### config.mk
export PLATFORM = sky130hd
export DESIGN_NAME = fadd_scheduler
export DESIGN_NICKNAME = d
export VERILOG_FILES = /design/src/rtl/fadd_scheduler.sv
export SDC_FILE = /design/constraint.sdc
export NUM_CORES = 1
export LEC_CHECK = 0
export CORE_MARGIN = 2
export CORE_UTILIZATION = 40
export CTS_CLUSTER_DIAMETER = 80
export DETAILED_ROUTE_END_ITERATION = 8
export PLACE_DENSITY = 0.78
export SYNTH_ARGS = -nofsm -noshare
export SYNTH_HDL_FRONTEND = slang
export SYNTH_SLANG_ARGS = --single-unit
### constraint.sdc
create_clock -name clk -period 17.9 [get_ports clk]
set_input_delay 3.58 -clock clk [delete_from_list [all_inputs] [get_ports clk]]
set_output_delay 3.58 -clock clk [all_outputs]
set_load 0.02 [all_outputs]
### src/rtl/fadd_scheduler.sv
// fadd_scheduler: round-robin issue control for two clients into a pipelined
// float adder, with ID tags, credits and optional subtract (FADD_SCHED_SUB_EN).
module fadd_scheduler #(
   parameter int FADD_LAT = 67,
   parameter int MAX_OUT  = 8
) (
   input  logic        clk,
   input  logic        rst,
   input  logic        req0_valid,
   output logic        req0_ready,
   input  logic [31:0] req0_a,
   input  logic [31:0] req0_b,
`ifdef FADD_SCHED_SUB_EN
   input  logic        req0_sub,
   input  logic        req1_sub,
`endif
   input  logic        req1_valid,
   output logic        req1_ready,
   input  logic [31:0] req1_a,
   input  logic [31:0] req1_b,
   output logic        rsp0_valid,
   output logic [31:0] rsp0_data,
   output logic        rsp1_valid,
   output logic [31:0] rsp1_data,
   output logic [31:0] fadd_a,
   output logic [31:0] fadd_b,
   input  logic [31:0] fadd_out,
   output logic        busy
);

   localparam int CW = $clog2(MAX_OUT + 1);
   localparam logic [CW-1:0] MAX_C = CW'(MAX_OUT);

   logic [CW-1:0]       cred0_q, cred0_d;
   logic [CW-1:0]       cred1_q, cred1_d;
   logic                last_q;
   logic [FADD_LAT-1:0] tv_q;
   logic [FADD_LAT-1:0] tid_q;
   logic                ret_q, rid_q;
   logic                rsp0_valid_q, rsp1_valid_q;
   logic [31:0]         rsp0_data_q, rsp1_data_q;
   logic [31:0]         fadd_a_q, fadd_b_q;

   logic        elig0, elig1, gnt0, gnt1, acc;
   logic        ret, rid, ret0, ret1;
   logic [31:0] op_a, op_b, op_b_eff;

   assign ret  = tv_q[FADD_LAT-1];
   assign rid  = tid_q[FADD_LAT-1];
   assign ret0 = ret && !rid;
   assign ret1 = ret && rid;

   // Eligibility and round-robin grant on current credits and pointer
   always_comb begin
      elig0 = req0_valid && (cred0_q < MAX_C);
      elig1 = req1_valid && (cred1_q < MAX_C);
      gnt0  = elig0 && (!elig1 || last_q);
      gnt1  = elig1 && (!elig0 || !last_q);
      acc   = gnt0 || gnt1;
   end

   // Operand mux with optional sign flip of b for subtraction
   always_comb begin
      op_a     = gnt1 ? req1_a : req0_a;
      op_b     = gnt1 ? req1_b : req0_b;
      op_b_eff = op_b;
`ifdef FADD_SCHED_SUB_EN
      if (gnt1 ? req1_sub : req0_sub)
         op_b_eff = {~op_b[31], op_b[30:0]};
`endif
   end

   // Credit next-state: accept adds, retire frees, both cancel
   always_comb begin
      cred0_d = cred0_q;
      cred1_d = cred1_q;
      if (gnt0 && !ret0)
         cred0_d = cred0_q + CW'(1);
      else if (!gnt0 && ret0)
         cred0_d = cred0_q - CW'(1);
      if (gnt1 && !ret1)
         cred1_d = cred1_q + CW'(1);
      else if (!gnt1 && ret1)
         cred1_d = cred1_q - CW'(1);
   end

   // Issue registers, credits and arbitration pointer
   always_ff @(posedge clk or posedge rst) begin
      if (rst) begin
         cred0_q  <= '0;
         cred1_q  <= '0;
         last_q   <= 1'b1;
         fadd_a_q <= '0;
         fadd_b_q <= '0;
      end else begin
         cred0_q <= cred0_d;
         cred1_q <= cred1_d;
         if (acc) begin
            last_q   <= gnt1;
            fadd_a_q <= op_a;
            fadd_b_q <= op_b_eff;
         end
      end
   end

   // Tag delay line matched to adder latency; never stalls
   always_ff @(posedge clk or posedge rst) begin
      if (rst) begin
         tv_q  <= '0;
         tid_q <= '0;
      end else begin
         tv_q[0]  <= acc;
         tid_q[0] <= gnt1;
         for (int i = 1; i < FADD_LAT; i++) begin
            tv_q[i]  <= tv_q[i-1];
            tid_q[i] <= tid_q[i-1];
         end
      end
   end

   // Retire: capture adder result one edge after the tag leaves the line
   always_ff @(posedge clk or posedge rst) begin
      if (rst) begin
         ret_q        <= 1'b0;
         rid_q        <= 1'b0;
         rsp0_valid_q <= 1'b0;
         rsp1_valid_q <= 1'b0;
         rsp0_data_q  <= '0;
         rsp1_data_q  <= '0;
      end else begin
         ret_q        <= ret;
         rid_q        <= rid;
         rsp0_valid_q <= ret_q && !rid_q;
         rsp1_valid_q <= ret_q && rid_q;
         if (ret_q && !rid_q)
            rsp0_data_q <= fadd_out;
         if (ret_q && rid_q)
            rsp1_data_q <= fadd_out;
      end
   end

   assign req0_ready = gnt0;
   assign req1_ready = gnt1;
   assign fadd_a     = fadd_a_q;
   assign fadd_b     = fadd_b_q;
   assign rsp0_valid = rsp0_valid_q;
   assign rsp1_valid = rsp1_valid_q;
   assign rsp0_data  = rsp0_data_q;
   assign rsp1_data  = rsp1_data_q;
   assign busy       = |tv_q;

endmodule

Word level (Yosys, flattened, before mapping)
Cells that the tools add are included.
{"block": "op_classes", "add_sub_neg": 4, "magnitude_cmp": 2, "mux": 6, "reduce_logical": 27}
{"cell": "$reduce_or 67->1", "n": 1}
{"cell": "$mux 32", "n": 2}
{"cell": "$mux 4", "n": 4}
{"cell": "$logic_and 1x1->1", "n": 12}
{"cell": "$logic_not 1->1", "n": 9}
{"cell": "$add 4x1->4 const B", "n": 2}
{"cell": "$lt 4x4->1 const B", "n": 2}
{"cell": "$sub 4x1->4 const B", "n": 2}
{"cell": "$reduce_bool 2->1", "n": 2}
{"cell": "$logic_or 1x1->1", "n": 3}
{"block": "word_totals", "register_bits": 275, "inputBits": 164}

Longest topological paths before layout
Gate-level depths: netlist of run 1.
{"block": "depth", "ltp_word": 9, "ltp_mapped": 12}

Least setup slack after synthesis of run 1
Ideal clock, no wire load.
{"block": "synth_path", "path_kind": "input port to output port", "from": "in req0_valid", "to": "out req1_ready", "arrival_ps": 4401, "required_time_ps": 14320, "slack_ps": 9919, "cell_stages": 5, "path_buffers": 2, "path_cell_list": "nor2b_2 -> a21o_1 -> buf_2 -> buf_2 -> inv_1"}
{"block": "synth_between", "elab_chain_len": 4}
{"element": "start: declaration", "line": "9", "source": "input logic req0_valid,"}
{"element": "$logic_and 1x1->1", "line": "55", "source": "elig0 = req0_valid && (cred0_q < MAX_C);"}
{"element": "$logic_not 1->1", "line": "58", "source": "gnt1 = elig1 && (!elig0 || !last_q);"}
{"element": "$logic_or 1x1->1", "line": "58"}
{"element": "$logic_and 1x1->1", "line": "58"}
{"element": "end: declaration", "line": "18", "source": "output logic req1_ready,"}
No other way between the ends.

Worst setup path after layout of run 1
Same ends and word-level chain as after synthesis.

==> results of run 1 <==
[cell usage in the layout, fill, tap and decap left out, drive strengths merged, types with 2 or more instances in the layout]
master         instances
dfrtp                274
clkinv                10
nor3                   5
ha                     6
o22ai                 64
nor2                 130
a21oi                  3
a2111oi                2
clkdlybuf4s50        296
bufinv                 4
nand4                  3
xnor2                  4
nor4                  17
nor2b                  3
fa                     2
nand2                  6
inv                    8
nand2b                 3
buf                    7
mux2                  66
a21o                   3
clkbuf                34
o21ai                  3
[worst register-to-register path: stages, from the launching register on]
cell	delay, ps
dfrtp_1	430
nand2b_1	220
o21ai_4	130
buf_4	550
inv_1	140
ha_1	270
inv_1	170
ha_1	260
a21o_1	210
a2111oi_2	390
a31oi_1	80
a221o_1	320
[metal layers]
metal,GRT usage [%],up-vias
met1,22.1,3067
li1,-,2819
met3,5.69,46
met5,0,-
met2,29.1,251
met4,5.85,0
[sequential cells by signal, summed over array words and instances, names as in the netlist, 4 cells and up]
register	flops
tv_q	67
cred0_q	4
fadd_a	32
tid_q	67
rsp1_data	32
rsp0_data	32
fadd_b	32
cred1_q	4
[area by class of cell]
class | count | area, µm²
flip-flops and latches | 275 | 6880
fillers | 1768 | 9210
repair buffers | 303 | 3020
clock inverters | 16 | 186
well taps | 285 | 357
inverters | 7 | 33.8
multi-input cells | 329 | 2150
diodes | 1 | 2.50
clock buffers | 34 | 732
[worst paths after layout]
path	start	end
worst max-delay path	req0_valid	req1_ready
worst min-delay path	tid_q[9]$_DFF_PP0_	tid_q[10]$_DFF_PP0_
worst max register to register	cred1_q[3]$_DFFE_PP0P_	cred0_q[3]$_DFFE_PP0P_
worst min register to register	tid_q[9]$_DFF_PP0_	tid_q[10]$_DFF_PP0_
max in group asynchronous	rst	rsp1_valid$_DFF_PP0_
min in group asynchronous	rst	cred0_q[0]$_DFFE_PP0P_
[per-stage QoR]
step | setup slack, ps | total power [W] | util, %
finish | 8570 | 0.00200 | 59.2
CTS | 8550 | 0.00202 | 59.2
global placement | 8620 | 0.00142 | 55.1
detailed placement | 8570 | 0.00143 | 55.1
floorplan | 6740 | 0.00116 | -
global route | 8450 | 0.00211 | 59.2
[logic make-up after synthesis]
| group | synth area share, % |
|---|---|
| DFF | 74.9 |
| and+or+nand+nor | 7.91 |
| AOI/OAI and AO/OA | 5.53 |
| muxes | 8.19 |
| buffers and inverters | 1.88 |
| adders and majority gates | 1.25 |
| xor gates and xnor gates | 0.381 |
[power groups by stage]
stage / logic (W) / clock network [W] / registers, W
6_report: 0.000548 / 0.000578 / 0.000874
5_1_grt: 0.000592 / 0.000623 / 0.000894
4_1_cts: 0.000553 / 0.000595 / 0.000876
3_5_place_dp: 0.000549 / 0 / 0.000884
3_3_place_gp: 0.000541 / 0 / 0.000876
2_1_floorplan: 0.000203 / 0 / 0.000960
==> results.txt, run 1 <==
----------------------------------------------------
[Global route]
  Overflow after GRT ... 0
  Pin count of the biggest net entering global routing ... between 100 and 150
  Tot GR Track Use ... approximately 18%
  First-pass GRT wire length ... approximately 34 mm
  Number of global-route vias before repair ... ~6,300
  Initial antenna violation count ... 1

[Setup path]
  Most frequent CP cell ... clkdlybuf4s50_1
  Critical path capture point type ... output port
  Register-to-Register Path Depth ... 11
  Critical path buffers and inverters ... 4
  Critical Path Max Stage Delay ... 590 ps
  Kind of launch point of the worst setup path ... input port
  Type of the worst setup path ... input port to output port
  Critical Path Fanout Max ... 65
  Slack of the worst reg-to-reg path ... roughly 15,000 ps
  Ordered cell list for the critical path ... clkdlybuf4s50_1 -> nor2b_2 -> a21o_2 -> buf_4 -> inv_1 -> clkdlybuf4s50_1
  Instance count on the critical path ... 6
  Arrival time at the worst endpoint ... 5750 ps
  CP max stage cell ... clkdlybuf4s50_1
  Worst EP required ... 14,320 ps
  Cell family with most CP delay ... buffers and inverters

[Hold path]
  Worst hold path stage count ... 0
  Kind of path behind the tightest hold check ... register to register

[Run]
  Max-cap check violation count ... 0

[STA]
  Slew Limit Fails ... 0
  Hold slack ... about 340 ps
  Worst relative slew slack ... about 39%
  Max Fclk ... about 110 MHz
  Setup tns final ... 0 ps
  RSZ-0062 raised after global routing ... false
  Worst slew pin tran ... slightly above 900 ps
  Final setup violation count ... 0
  Post-Route Skew ... roughly 17 ps
  Final hold violation count ... 0
  Post-route clock period utilization ... 52.1%
  Post-route minimum period ... ~9300 ps

[Floorplan]
  Die ar. ... around 24,000 µm²
  Horizontal extent of the die ... ~160 µm
  Effective utilization at floorplan ... approximately 40%
  Area of the placeable core ... 22,600 µm²
  Die outline height ... around 160 µm
  Rows ... between 50 and 60
  Number of top-level pins ... 297

[Logic synthesis]
  Post-synth EDFFs ... 0
  Synthesized flop and latch total ... around 280
  Mapped Nets ... 813
  Synth top area cells ... dfrtp_1 (75%), mux2_2 (8.1%), nor2_1 (5.3%), o22ai_1 (4.4%), buf_2 (1.3%)
  Proportion of netlist area held by the largest area contributor ... 74.6%
  Average instance area after synthesis ... between 10 and 15 µm²
  Top cells by instance count after synthesis ... dfrtp_1 (274), nor2_1 (130), mux2_2 (66)
  Gate count of the mapped netlist ... between 600 and 700
  Most frequent cell after synthesis ... dfrtp_1
  Post-synth top flop ... dfrtp_1
  Fraction of synthesis flops using an asynchronous set or reset pin ... between 90% and 100%
  Mapped cell area ... between 9000 and 10,000 µm²
  Yosys warns ... 0
  Distinct cell type count after synthesis ... 34
  Sequential-to-total area share from yosys stat ... 74.9%
  Largest area contributor in the netlist ... dfrtp_1

[Detailed routing]
  M1 WL ... 8.74 mm
  DRC viols ... 0
  Routed vias ... 6,183
  Number of optimization iterations in the first detailed-route pass ... 4
  Number of DRC markers after the initial detailed-route iteration ... 206
  Via-to-Cell Ratio ... 4.95
  Number of nets with antenna violations after routing ... 0
  Met2 wire len ... roughly 11 mm
  Met3 wire length ... roughly 1.8 mm
  Highest metal layer with signal wires ... met4
  Wire length reported by the detailed router ... roughly 22 mm
  Routed wire per std cell ... about 17 µm

[Layout]
  Share of post-route cells with drive strength above 1 ... about an eighth
  Area of all placed cells without fillers ... 13,400 µm²
  Nets ... between 1,000 and 1,500
  Finished Layout Cells ... between 1,000 and 1,500
  Area added between synthesis and finish ... 45.3%

[Outcome]
  Status ... finished clean

[Clock network]
  Clock buffers created by TritonCTS ... 27
  Worst-Skew Late Latency ... about 520 ps
  TritonCTS clock tree ... built
  TritonCTS Sinks ... around 280
  Resize count post-CTS ... 0
  Maximum number of buffers from clock root to sink ... 3
  Hold buffer count at cts ... 0
  CTS H-Tree Depth ... 1
  Clock slew seen by the registers of the worst setup and hold paths ... roughly 70 ps
  Root Buffer Master ... clkbuf_16
  Number of setup buffers added after CTS ... 0

[Place]
  Number of placed instances, taps included ... approximately 1,200
  Last weighted congestion value of the routability-driven placer ... 0.745
  Number of buffer cells added on primary ports ... 296
  Post-place instance area ... 12,400 µm²
  HPWL after detailed placement ... ~15 mm

[Pwr]
  Cell area power density ... 150 nW/µm²
  Part of the total power dissipated in combinational logic ... about 27%
  Sequential share of power ... between 40% and 50%
  Peak ir drop on the vdd network ... just over 0.1 mV
  Sw Pwr ... ~0.00061 W
  Clock share of power ... between 20 and 30%
  Static leakage power ... between 5 and 6 nW
  Cell-internal power ... between 0.001 and 0.0015 W
  Switching share of power ... 30.5%

----------------------------------------------------
(Power assumes the default switching activity.)
==> run 2: changes to the inputs <==
Settings changed: PLACE_DENSITY 0.78 to 0.81.
Clock period 17.9 ns to 7.52 ns, I/O delays scaled along.
==> results.txt, run 2 (same netlist as run 1, synthesis figures left out) <==
----------------------------------------------------
[Outcome]
  Status ... finished clean (unchanged)

[Floorplan]
  Horizontal extent of the die ... 156 µm (unchanged)
  Rows ... 55 (unchanged)
  Area of the placeable core ... 22,600 µm² (unchanged)
  Die ar. ... 24,200 µm² (unchanged)
  Number of top-level pins ... 297 (unchanged)
  Effective utilization at floorplan ... 40.7% (unchanged)
  Die outline height ... 156 µm (unchanged)

[Clock network]
  Root Buffer Master ... clkbuf_16 (unchanged)
  Resize count post-CTS ... 0 (unchanged)
  CTS H-Tree Depth ... 1 (unchanged)
  TritonCTS clock tree ... built (unchanged)
  Clock slew seen by the registers of the worst setup and hold paths ... 60 ps (was 70 ps)
  Hold buffer count at cts ... 0 (unchanged)
  Worst-Skew Late Latency ... 530 ps (was 520 ps)
  Clock buffers created by TritonCTS ... 28 (was 27)
  TritonCTS Sinks ... 275 (unchanged)
  Number of setup buffers added after CTS ... 0 (unchanged)
  Maximum number of buffers from clock root to sink ... 3 (unchanged)

[Layout]
  Most frequent standard cell in the layout excluding fill and tap cells ... clkdlybuf4s50_1 (unchanged)
  Nets ... 1,116 (was 1,115)
  Share of post-route cells with drive strength above 1 ... 13.1% (about the same)
  Most frequent cells in the layout ... clkdlybuf4s50_1 (296), dfrtp_1 (274), nor2_1 (130), mux2_2 (66), o22ai_1 (64) (unchanged)
  Diodes inserted ... 0 (was 1)
  Regs by FF count ... tid_q x67, tv_q x67 (unchanged)
  FILL cells ... 1,769 (was 1,768)
  Area added between synthesis and finish ... 46.0% (was 45.3%)

[Place]
  DP Worst Slack ... 2380 ps (was 8570 ps)
  Last weighted congestion value of the routability-driven placer ... 0.813 (was 0.745)
  HPWL after detailed placement ... 14.4 mm (was 14.7 mm)
  Number of buffer cells added on primary ports ... 296 (unchanged)

[Global route]
  Number of global-route vias before repair ... 6,343 (was 6,339)
  Tot GR Track Use ... 17.4% (was 17.6%)
  First-pass GRT wire length ... 33.7 mm (about the same)
  Overflow after GRT ... 0 (unchanged)
  Pin count of the biggest net entering global routing ... 193 (was 134)
  Initial antenna violation count ... 0 (was 1)

[Setup path]
  Critical Path Fanout Max ... 65 (unchanged)
  Arrival time at the worst endpoint ... 3630 ps (was 5750 ps)
  Type of the worst setup path ... input port to output port (unchanged)
  Critical Path Max Stage Delay ... 580 ps (was 590 ps)
  Worst EP required ... 6020 ps (was 14,320 ps)
  CP max stage cell ... clkdlybuf4s50_1 (unchanged)
  Critical path capture point type ... output port (unchanged)
  Ordered cell list for the critical path ... clkdlybuf4s50_1 -> nor2b_2 -> a21o_2 -> buf_4 -> inv_1 -> clkdlybuf4s50_1 (unchanged)
  Kind of launch point of the worst setup path ... input port (unchanged)
  Most frequent CP cell ... clkdlybuf4s50_1 (unchanged)

[STA]
  Slew Limit Fails ... 0 (unchanged)
  Max Fclk ... 195 MHz
  Post-Route Skew ... 8.86 ps (was 16.7 ps)
  Crit path setup slack, layout ... 2380 ps (was 8570 ps)
  Final setup violation count ... 0 (unchanged)
  RSZ-0062 raised after global routing ... false (unchanged)
  Post-route minimum period ... about 5100 ps
  Worst relative slew slack ... 32.0% (was 38.9%)
  Final hold violation count ... 0 (unchanged)
  Worst slew pin tran ... 1020 ps (was 916 ps)
  Post-route clock period utilization ... around two thirds
  Setup tns final ... 0 ps (unchanged)

[Detailed routing]
  Via-to-Cell Ratio ... 4.93 (was 4.95)
  Number of DRC markers after the initial detailed-route iteration ... 233 (was 206)
  Wire length reported by the detailed router ... 21.3 mm (was 21.8 mm)
  Routed wire per std cell ... 17.0 µm (was 17.4 µm)
  Number of nets with antenna violations after routing ... 0 (unchanged)
  Number of optimization iterations in the first detailed-route pass ... 4 (unchanged)
  Routed vias ... 6,162 (was 6,183)
  DRC viols ... 0 (unchanged)

[Run]
  Max-cap check violation count ... 0 (unchanged)

[Pwr]
  Peak ir drop on the vdd network ... 0.275 mV (was 0.104 mV)
  Cell area power density ... 358 nW/µm² (was 150 nW/µm²)
  Static leakage power ... 5.80 nW (was 5.78 nW)

[Hold path]
  Kind of path behind the tightest hold check ... register to register (unchanged)

----------------------------------------------------
-- run 2: cell count changes in the layout (fill, tap and decap cells not counted), moves of 2 or more --
cell	previous run	this run
bufinv_16	4	2
inv_6	1	4
clkinv_8	0	2
clkbuf_8	3	8
clkinv_2	10	3
-- run 2: final timing paths --
check	slack, ps	to	from	cells after the start
max	2380	req1_ready	req0_valid	6
min	350	tid_q[2]$_DFF_PP0_	tid_q[1]$_DFF_PP0_	0
max reg2reg	4260	cred0_q[3]$_DFFE_PP0P_	cred1_q[3]$_DFFE_PP0P_	11
min reg2reg	350	tid_q[2]$_DFF_PP0_	tid_q[1]$_DFF_PP0_	0
max in group asynchronous	5150	fadd_b[1]$_DFFE_PP0P_	rst	3
min in group asynchronous	1600	tv_q[6]$_DFF_PP0_	rst	3
-- run 2: layout make-up --
cell class	instances	area, µm²	share of cell area (%)
sequential	275	6880	51.3
timing repair buffer	303	3030	22.6
multi-input combinational	329	2150	16.0
clock buffer	41	830	6.18
tap	285	357	2.66
clock inverter	11	143	1.06
inverter	7	30.0	0.224
-- run 2: stage by stage --
stage	power [W]	cell area [µm²]	instances	hold slack [ps]	utilization [%]
global route	0.00507	13400	1251	354	59.5
detailed placement	0.00342	12400	1199	335	55.1
global placement	0.00337	12400	1199	335	55.1
floorplan	0.00277	9200	641	331	-
finish	0.00480	13400	1251	347	59.5
CTS	0.00486	13400	1251	349	59.5
-- run 2: power breakdown --
| group | internal, W | switching [W] |
|---|---|---|
| logic | 0.000610 | 0.000703 |
| registers | 0.00187 | 0.000210 |
| clock network | 0.000843 | 0.000567 |
| total | 0.00332 | 0.00148 |
-- run 2: critical path: cells and delay by family --
kind	cells	cell delay, ps
and+or+nand+nor	1	230
buffers and inverters	4	1730
AOI/OAI and AO/OA	1	160
-- run 2: metal layers --
| layer | global-route usage (%) | wire, µm |
|---|---|---|
| met1 | 22.9 | 8960 |
| met2 | 28.4 | 10000 |
| met3 | 4.64 | 1610 |
| met4 | 5.42 | 673 |
| met5 | 0 | 0 |
==> run 3: changes to the inputs <==
Settings changed: PLACE_DENSITY 0.81 to 0.78.
Clock period 7.52 ns to 5 ns, I/O delays scaled along.
==> results.txt, run 3 (same netlist as run 1, synthesis figures left out) <==
----------------------------------------------------
[Outcome]
  Status ... finished clean (unchanged)

[Layout]
  Regs by FF count ... tid_q x67, tv_q x67 (unchanged)
  Utilization after layout ... 59.6% (was 59.5%)
  Most frequent cells in the layout ... clkdlybuf4s50_1 (296), dfrtp_1 (274), nor2_1 (130), mux2_2 (66), o22ai_1 (64) (unchanged)
  Share of post-route cells with drive strength above 1 ... 13.3% (was 13.1%)
  Nets ... 1,117 (was 1,116)
  Most frequent standard cell in the layout excluding fill and tap cells ... clkdlybuf4s50_1 (unchanged)
  Area added between synthesis and finish ... 46.4% (was 46.0%)

[Global route]
  Overflow after GRT ... 0 (unchanged)
  Initial antenna violation count ... 1 (was 0)
  Tot GR Track Use ... 18.6% (was 17.4%)
  Number of global-route vias before repair ... 6,500 (was 6,343)
  Pin count of the biggest net entering global routing ... 96 (was 193)
  First-pass GRT wire length ... 35.4 mm (was 33.7 mm)

[Pwr]
  Sequential share of power ... 43.0% (was 43.3%)
  Clock share of power ... 29.8% (was 29.3%)
  Cell area power density ... 541 nW/µm² (was 358 nW/µm²)
  Switching share of power ... 30.6% (was 30.8%)
  Sw Pwr ... 0.00223 W (was 0.00148 W)
  Peak ir drop on the vdd network ... 0.349 mV (was 0.275 mV)
  Cell-internal power ... 0.00505 W (was 0.00332 W)
  Static leakage power ... 5.80 nW (about the same)
  Total power of the final layout ... 0.00728 W (was 0.00480 W)
  Part of the total power dissipated in combinational logic ... 27.2% (was 27.3%)

[Run]
  Max-cap check violation count ... 0 (unchanged)

[Setup path]
  Type of the worst setup path ... input port to output port (unchanged)
  Worst EP required ... 4000 ps (was 6020 ps)
  Kind of launch point of the worst setup path ... input port (unchanged)
  Critical Path Fanout Max ... 4 (was 65)
  Arrival time at the worst endpoint ... 2560 ps (was 3630 ps)
  Critical path capture point type ... output port (unchanged)

[STA]
  Crit path setup slack, layout ... 1440 ps (was 2380 ps)
  Final setup violation count ... 0 (unchanged)
  Post-Route Skew ... 11.7 ps (was 8.86 ps)
  Max Fclk ... 281 MHz
  Worst slew pin tran ... 833 ps (was 1020 ps)
  Post-route clock period utilization ... roughly 70%
  RSZ-0062 raised after global routing ... false (unchanged)
  Slew Limit Fails ... 0 (unchanged)
  Setup tns final ... 0 ps (unchanged)
  Worst relative slew slack ... 44.5% (was 32.0%)
  Final hold violation count ... 0 (unchanged)
  Post-route minimum period ... 3560 ps

[Detailed routing]
  Wire length reported by the detailed router ... 22.7 mm (was 21.3 mm)
  Number of nets with antenna violations after routing ... 0 (unchanged)
  Via-to-Cell Ratio ... 4.94 (was 4.93)
  DRC viols ... 0 (unchanged)
  Routed vias ... 6,187 (was 6,162)
  Routed wire per std cell ... 18.1 µm (was 17.0 µm)
  Number of optimization iterations in the first detailed-route pass ... 4 (unchanged)
  Number of DRC markers after the initial detailed-route iteration ... 250 (was 233)

[Place]
  HPWL after detailed placement ... 15.5 mm (was 14.4 mm)
  Number of buffer cells added on primary ports ... 296 (unchanged)
  Last weighted congestion value of the routability-driven placer ... 0.790 (was 0.813)
  DP Worst Slack ... 1310 ps (was 2380 ps)

[Floorplan]
  Rows ... 55 (unchanged)
  Number of top-level pins ... 297 (unchanged)
  Area of the placeable core ... 22,600 µm² (unchanged)
  Horizontal extent of the die ... 156 µm (unchanged)
  Die outline height ... 156 µm (unchanged)
  Die ar. ... 24,200 µm² (unchanged)
  Effective utilization at floorplan ... 40.7% (unchanged)

[Clock network]
  Worst-Skew Late Latency ... 530 ps (about the same)
  CTS H-Tree Depth ... 1 (unchanged)
  TritonCTS Sinks ... 275 (unchanged)
  TritonCTS clock tree ... built (unchanged)
  Hold buffer count at cts ... 0 (unchanged)
  Resize count post-CTS ... 0 (unchanged)
  Clock slew seen by the registers of the worst setup and hold paths ... 60 ps (about the same)
  Root Buffer Master ... clkbuf_16 (unchanged)
  Maximum number of buffers from clock root to sink ... 3 (unchanged)
  Clock buffers created by TritonCTS ... 28 (unchanged)
  Number of setup buffers added after CTS ... 0 (unchanged)

[Hold path]
  Kind of path behind the tightest hold check ... register to register (unchanged)

----------------------------------------------------
-- run 3: cell types whose count changed in the layout (fill, tap and decap cells not counted), sizes merged --
cell / delta
bufinv: +2
diode: +1
clkinvlp: +5
clkbuf: -5
buf: +1
clkinv: +1
inv: -3
-- run 3: final timing paths --
kind / slack [ps] / startpoint / endpoint / depth (start not counted)
max in group asynchronous: 3120 / rst / rsp1_data[13]$_DFFE_PP0P_ / 3
min reg2reg: 340 / tid_q[65]$_DFF_PP0_ / tid_q[66]$_DFF_PP0_ / 0
max reg2reg: 2360 / cred1_q[3]$_DFFE_PP0P_ / cred0_q[3]$_DFFE_PP0P_ / 10
min: 340 / tid_q[65]$_DFF_PP0_ / tid_q[66]$_DFF_PP0_ / 0
min in group asynchronous: 960 / rst / tv_q[7]$_DFF_PP0_ / 2
max: 1440 / req0_valid / req1_ready / 5
-- run 3: metal layers --
metal / GRT usage (%) / wire length (µm) / part of all wire, %
met5: 0 / 0 / 0
met2: 29.5 / 10400 / 46
met4: 6.20 / 804 / 3.5
met1: 23.8 / 9240 / 41
met3: 6.72 / 2270 / 10
-- run 3: layout make-up --
class	count	area, µm²
clock inverter	16	196
sequential	275	6880
fill	1766	9110
inverter	7	30.0
clock buffer	36	782
antenna	1	2.50
tap	285	357
multi-input combinational	329	2150
timing repair buffer	304	3060
-- run 3: power by group through the flow --
stage	registers (W)	logic [W]	clock network, W
floorplan	0.00344	0.000729	0
detailed placement	0.00316	0.00198	0
global route	0.00321	0.00214	0.00233
CTS	0.00314	0.00199	0.00223
global placement	0.00314	0.00194	0
finish	0.00313	0.00198	0.00217
-- run 3: worst max-delay path: stages --
cell and delay (ps):
clkdlybuf4s50_1 440, nor2b_2 200, a21o_2 220, inv_1 90
clkdlybuf4s50_1 610
-- run 3: metrics by stage --
step                hold slack (ps)  instances  area [µm²]
floorplan                       331        641        9200
global placement                332       1200       12500
detailed placement              335       1200       12500
CTS                             337       1252       13500
global route                    344       1253       13500
finish                          337       1253       13500
